**config.mk**
```make
export PLATFORM = sky130hd
export DESIGN_NAME = stream_mux_rr
export DESIGN_NICKNAME = d
export VERILOG_FILES = /design/src/rtl/stream_mux_rr.sv
export SDC_FILE = /design/constraint.sdc
export NUM_CORES = 1
export LEC_CHECK = 0
export CORE_ASPECT_RATIO = 1.75
export CORE_MARGIN = 5
export CORE_UTILIZATION = 41
export DETAILED_ROUTE_END_ITERATION = 16
export GPL_TIMING_DRIVEN = 0
export PLACE_DENSITY = 0.9
export SYNTH_ARGS = -nofsm -noshare
export SYNTH_HDL_FRONTEND = slang
export SYNTH_SLANG_ARGS = --single-unit
```
**constraint.sdc**
```tcl
create_clock -name clk -period 6.77 [get_ports clk]
set_input_delay 1.0155 -clock clk [delete_from_list [all_inputs] [get_ports clk]]
set_output_delay 1.0155 -clock clk [all_outputs]
set_load 0.01 [all_outputs]
```
**src/rtl/stream_mux_rr.sv**
```systemverilog
// stream_mux_rr: N-to-1 valid/ready stream mux with fixed-select or round-robin grant
// and a single registered output stage tagged with the source channel.
module stream_mux_rr #(
  parameter int N     = 8,
  parameter int W     = 8,
  parameter int SEL_W = 3
) (
  input  logic             clk,
  input  logic             rst_n,
  input  logic [N*W-1:0]   in_data,
  input  logic [N-1:0]     in_valid,
  output logic [N-1:0]     in_ready,
  input  logic             mode,
  input  logic [SEL_W-1:0] sel,
  output logic [W-1:0]     out_data,
  output logic             out_valid,
  input  logic             out_ready,
  output logic [SEL_W-1:0] out_ch
);
  logic             out_valid_q, out_valid_d;
  logic [W-1:0]     out_data_q, out_data_d;
  logic [SEL_W-1:0] out_ch_q, out_ch_d;
  logic [SEL_W-1:0] rr_ptr_q, rr_ptr_d;
  logic             hi_vld, lo_vld, fix_vld, gnt_vld, load_en, xfer;
  logic [SEL_W-1:0] hi_g, lo_g, fix_g, gnt;
  logic [W-1:0]     gnt_data;
  // Round-robin: lowest valid channel above rr_ptr wins, else lowest at or below it.
  always_comb begin
    hi_vld  = 1'b0;
    hi_g    = '0;
    lo_vld  = 1'b0;
    lo_g    = '0;
    fix_vld = 1'b0;
    fix_g   = '0;
    for (int k = N - 1; k >= 0; k--) begin
      if (in_valid[k] && SEL_W'(k) > rr_ptr_q) begin
        hi_vld = 1'b1;
        hi_g   = SEL_W'(k);
      end
      if (in_valid[k] && SEL_W'(k) <= rr_ptr_q) begin
        lo_vld = 1'b1;
        lo_g   = SEL_W'(k);
      end
    end
    for (int k = 0; k < N; k++) begin
      if (SEL_W'(k) == sel && in_valid[k]) begin
        fix_vld = 1'b1;
        fix_g   = SEL_W'(k);
      end
    end
    gnt_vld = mode ? (hi_vld || lo_vld) : fix_vld;
    gnt     = mode ? (hi_vld ? hi_g : lo_g) : fix_g;
  end
  always_comb begin
    gnt_data = '0;
    for (int k = 0; k < N; k++) begin
      if (SEL_W'(k) == gnt) gnt_data = in_data[k*W +: W];
    end
  end
  assign load_en = !out_valid_q || out_ready;
  assign xfer    = load_en && gnt_vld;
  always_comb begin
    in_ready = '0;
    for (int k = 0; k < N; k++) in_ready[k] = xfer && (gnt == SEL_W'(k));
  end
  always_comb begin
    out_valid_d = xfer || (out_valid_q && !out_ready);
    out_data_d  = xfer ? gnt_data : out_data_q;
    out_ch_d    = xfer ? gnt : out_ch_q;
    rr_ptr_d    = xfer ? gnt : rr_ptr_q;
  end
  always_ff @(posedge clk or negedge rst_n) begin
    if (!rst_n) begin
      out_valid_q <= 1'b0;
      out_data_q  <= '0;
      out_ch_q    <= '0;
      rr_ptr_q    <= SEL_W'(N - 1);
    end else begin
      out_valid_q <= out_valid_d;
      out_data_q  <= out_data_d;
      out_ch_q    <= out_ch_d;
      rr_ptr_q    <= rr_ptr_d;
    end
  end
  assign out_valid = out_valid_q;
  assign out_data  = out_data_q;
  assign out_ch    = out_ch_q;
endmodule
```
==> impl_metrics.prom <==
# TYPE chip_impl_metric gauge
chip_impl_info{name="run_status",value="completed"} 1
chip_impl_metric{name="fp.dieArea",unit="µm²"} 5458
chip_impl_metric{name="worstSkewPairLatency",unit="ps"} 260
chip_impl_metric{name="ff2ff_path_depth",unit=""} 10
chip_impl_metric{name="critical_path.n_buffers_inverters",unit=""} 3
chip_impl_metric{name="syn2layout_area_growth",unit="%"} 65.23
chip_impl_metric{name="avg_wl_per_cell",unit="µm"} 20.26
chip_impl_metric{name="cts_max_path_buffers",unit=""} 2
chip_impl_metric{name="layout.filler_cells",unit=""} 308
chip_impl_info{name="ys_dominant_reg_cell",value="sky130_fd_sc_hd__dfrtp_1"} 1
chip_impl_metric{name="powerDensity",unit="nW/µm²"} 219.0
chip_impl_metric{name="setup_tns",unit="ps"} 0
chip_impl_metric{name="synth_cells",unit=""} 176
chip_impl_metric{name="clk_pin_slew",unit="ps"} 70
chip_impl_metric{name="detailedRoute.firstIterationViolations",unit=""} 89
chip_impl_metric{name="antenna_found_initial",unit=""} 0
chip_impl_metric{name="cts-htree-levels",unit=""} 1
chip_impl_info{name="type_of_the_worst_setup_path",value="input port to primary output"} 1
chip_impl_metric{name="cts_num_sinks",unit=""} 15
chip_impl_metric{name="dpl_hpwl",unit="µm"} 5447
chip_impl_metric{name="multiInputGateArea",unit="µm²"} 1181
chip_impl_metric{name="input_output_buffers",unit=""} 97
chip_impl_metric{name="period_needed",unit="ps"} 5275
chip_impl_info{name="hp-start",value="out_ch[1]"} 1
chip_impl_metric{name="dpl-instance-area",unit="µm²"} 2686
chip_impl_metric{name="worst_pin_slew",unit="ps"} 710.7
chip_impl_metric{name="place_congestion",unit=""} 0.8857
chip_impl_metric{name="setup_viol",unit=""} 0
chip_impl_metric{name="ys_types",unit=""} 56
chip_impl_metric{name="leakagePower",unit="nW"} 1.049
chip_impl_metric{name="place.detailed.instances",unit=""} 321
chip_impl_metric{name="syn_nets",unit=""} 255
chip_impl_info{name="critPathTopFamily",value="buffers and inverters"} 1
chip_impl_metric{name="globalRoute.totalOverflow",unit=""} 0
chip_impl_metric{name="ffs_latches_synth",unit=""} 15
chip_impl_metric{name="synth.avg_cell_area",unit="µm²"} 9.405
chip_impl_metric{name="worst_vdd_ir",unit="mV"} 0.1779
chip_impl_metric{name="fmax",unit="MHz"} 189.6
chip_impl_metric{name="asyncSetResetFlopFracSynth",unit="%"} 100.0
chip_impl_info{name="cts_root_buffer",value="sky130_fd_sc_hd__clkbuf_8"} 1
chip_impl_info{name="crit_chain",value="clkdlybuf4s50_1 > nor2b_1 > o21ai_0 > nand4b_1 > o311ai_0 > and3b_1 > clkbuf_1 > nor3b_1 > clkdlybuf4s50_1"} 1
chip_impl_metric{name="final_area",unit="µm²"} 2735
chip_impl_info{name="cts_tree",value="built"} 1
chip_impl_metric{name="global_route.usage.total",unit="%"} 24.85
chip_impl_info{name="endpoint_kind",value="primary output"} 1
chip_impl_info{name="hp-class",value="flop to flop"} 1
chip_impl_metric{name="drive_gt1_share",unit="%"} 16.25
chip_impl_metric{name="regArea",unit="µm²"} 379.1
chip_impl_info{name="whs_endpoint",value="out_ch[1]"} 1
chip_impl_metric{name="power.total",unit="µW"} 599.1
chip_impl_metric{name="report.final.hold_viol_count",unit=""} 0
chip_impl_metric{name="crit_fanout",unit=""} 10
chip_impl_metric{name="largest_net_degree_at_the_start_of_global_routing",unit=""} 16
chip_impl_metric{name="yosys.area_share.xor_xnor",unit="%"} 0
chip_impl_metric{name="synth-simple-area-share",unit="%"} 18.22
chip_impl_info{name="rsz0062_at_grt",value="false"} 1
chip_impl_info{name="layout_commonest_cell",value="sky130_fd_sc_hd__clkdlybuf4s50_1"} 1
chip_impl_metric{name="cts_setup_buffers",unit=""} 0
chip_impl_metric{name="hold_path_depth",unit=""} 1
chip_impl_metric{name="drv_cap",unit=""} 0
chip_impl_info{name="layout_common_cells",value="97 x sky130_fd_sc_hd__clkdlybuf4s50_1, 12 x sky130_fd_sc_hd__o21ai_0, 12 x sky130_fd_sc_hd__dfrtp_1, 11 x sky130_fd_sc_hd__mux2_2, 9 x sky130_fd_sc_hd__o22ai_1"} 1
chip_impl_metric{name="cts_hold_buf",unit=""} 0
chip_impl_metric{name="yosys-mux-area-fraction",unit="%"} 21.84
chip_impl_metric{name="final_min_period_over_clock_period",unit="%"} 77.91
chip_impl_info{name="dominant_combinational_cell_family_by_area_after_synthesis",value="compound AO/OA/AOI/OAI gates"} 1
chip_impl_metric{name="vias_after_detailed_routing",unit=""} 2013
chip_impl_info{name="startpoint_type",value="input port"} 1
chip_impl_metric{name="route.antenna.remaining_nets",unit=""} 0
chip_impl_metric{name="synth-edff-count",unit=""} 0
chip_impl_metric{name="yosysSeqAreaShare",unit="%"} 22.90
chip_impl_info{name="r2r-end",value="out_data[1]"} 1
chip_impl_metric{name="post-route-drc-count",unit=""} 0
chip_impl_metric{name="floorplan.die.width",unit="µm"} 58.03
chip_impl_metric{name="grt_pass1_vias",unit=""} 2252
chip_impl_metric{name="insertedDiodeCount",unit=""} 0
chip_impl_metric{name="ioPinCount",unit=""} 99
chip_impl_metric{name="worst-endpoint-arrival",unit="ps"} 4260
chip_impl_metric{name="core",unit="µm²"} 3904
chip_impl_metric{name="cts.repair.resized",unit=""} 0
chip_impl_metric{name="area_share_of_fa_ha_maj_cells_after_synthesis",unit="%"} 0
chip_impl_metric{name="drv_slew",unit=""} 0
chip_impl_metric{name="synth_compound_gate_area_share",unit="%"} 31.29
chip_impl_metric{name="initial_core_util",unit="%"} 42.40
chip_impl_metric{name="global_route_wire_length_before_repair",unit="µm"} 10330
chip_impl_metric{name="finClkSkew",unit="ps"} 8.949
chip_impl_info{name="r2r_start",value="rr_ptr_q[0]"} 1
chip_impl_metric{name="placementRows",unit=""} 30
chip_impl_info{name="critical-path-slowest-cell",value="sky130_fd_sc_hd__clkdlybuf4s50_1"} 1
chip_impl_metric{name="slowest_delay",unit="ps"} 620
chip_impl_metric{name="setup.reg_to_reg.worst_slack",unit="ps"} 3760
chip_impl_metric{name="synthesis.yosys.warnings",unit=""} 0
chip_impl_metric{name="drt_wl_total",unit="µm"} 6583
chip_impl_info{name="crit_path_frequent_cell",value="sky130_fd_sc_hd__clkdlybuf4s50_1"} 1
chip_impl_metric{name="final_core_util",unit="%"} 70.06
chip_impl_metric{name="count_of_nets_after_finishing",unit=""} 357
chip_impl_metric{name="fp.dieH",unit="µm"} 94.06
chip_impl_metric{name="timing.max_slew.rel_slack",unit="%"} 52.47
chip_impl_metric{name="netlist_area",unit="µm²"} 1655
chip_impl_metric{name="finish.cell_count_without_fillers",unit=""} 325
chip_impl_metric{name="cp.required",unit="ps"} 5750
chip_impl_metric{name="cts_buffers",unit=""} 3
chip_impl_metric{name="detailedRoute.firstPassIterationCount",unit=""} 4
chip_impl_metric{name="route.detailed.vias_per_inst",unit=""} 6.194
## layout make-up
cell class                 count  area share, %
sequential                    15          13.86
tap                           48          2.196
inverter                       5         0.6862
clock inverter                 1         0.2745
clock buffer                   3          1.510
timing repair buffer          97          35.50
buffer                        11          2.790
multi-input combinational    145          43.18
## worst max path at each step
stage | startpoint | endpoint | cells past startpoint
finish | in_valid[1] | in_ready[6] | 9
global route | in_valid[1] | in_ready[4] | 9
CTS | in_valid[1] | in_ready[6] | 9
detailed placement | in_valid[1] | in_ready[6] | 9
global placement | sel[0] | in_ready[5] | 9
floorplan | in_valid[5] | in_ready[4] | 10
## per-layer routing
layer / vias up / GRT usage, % / part of all wire, %
li1: 905 / - / -
met1: 952 / 20.80 / 30
met2: 120 / 50.00 / 58
met3: 36 / 4.952 / 6.2
met4: 0 / 14.89 / 5.7
met5: - / 0 / 0
## power by group
part,switching [mW],internal (mW)
Combinational,0.174,0.199
Sequential,0.0240,0.124
Clock,0.0363,0.0414
## per-stage QoR
step	setup WS, ps	hold WS [ps]
global placement	1608	461.1
global route	1259	508.1
floorplan	2845	518.1
detailed placement	1546	466.4
finish	1495	480.5
CTS	1503	482.8
## logic make-up (layout without fill, tap and decap cells)
logic type | count (synthesis) | in the layout
AO/OA/AOI/OAI | 73 | 73
buffers and inverters | 16 | 117
flip-flops | 15 | 15
multiplexers | 23 | 23
AND/OR/NAND/NOR | 49 | 49
## Yosys cell counts (3+ instances only)
cell type,n,area (µm²)
sky130_fd_sc_hd__a21oi_1,6,30.03
sky130_fd_sc_hd__o21a_1,4,30.03
sky130_fd_sc_hd__nor2b_1,4,25.02
sky130_fd_sc_hd__mux4_2,8,180.2
sky130_fd_sc_hd__o21ai_0,12,60.06
sky130_fd_sc_hd__inv_1,5,18.77
sky130_fd_sc_hd__buf_2,4,20.02
sky130_fd_sc_hd__o22ai_1,9,56.30
sky130_fd_sc_hd__dfstp_2,3,78.83
sky130_fd_sc_hd__nand2b_1,4,25.02
sky130_fd_sc_hd__dfrtp_1,12,300.3
sky130_fd_sc_hd__a22oi_1,7,52.55
sky130_fd_sc_hd__mux2_2,11,123.9
sky130_fd_sc_hd__a21o_1,5,37.54
sky130_fd_sc_hd__nand3_1,3,15.01
sky130_fd_sc_hd__o21ai_1,8,40.04
sky130_fd_sc_hd__nor2_1,6,22.52
sky130_fd_sc_hd__nand2_1,8,30.03
sky130_fd_sc_hd__nor3_1,4,20.02
sky130_fd_sc_hd__and3_1,3,18.77
sky130_fd_sc_hd__o211ai_1,4,30.03
sky130_fd_sc_hd__buf_6,3,33.78
## flip-flops by register name, summed over array words and instances, names as in the netlist
signal and count:
out_ch 3, out_valid 1, out_data 8, rr_ptr_q 3
## worst register-to-register path: cells and delay by family (launching register included)
| kind | cells | cell delay [ps] |
|---|---|---|
| AND/OR/NAND/NOR | 4 | 1160 |
| AO/OA/AOI/OAI | 4 | 700 |
| flip-flops | 1 | 560 |
| buffers and inverters | 2 | 460 |
No activity file was read; power rests on OpenSTA's default activity.
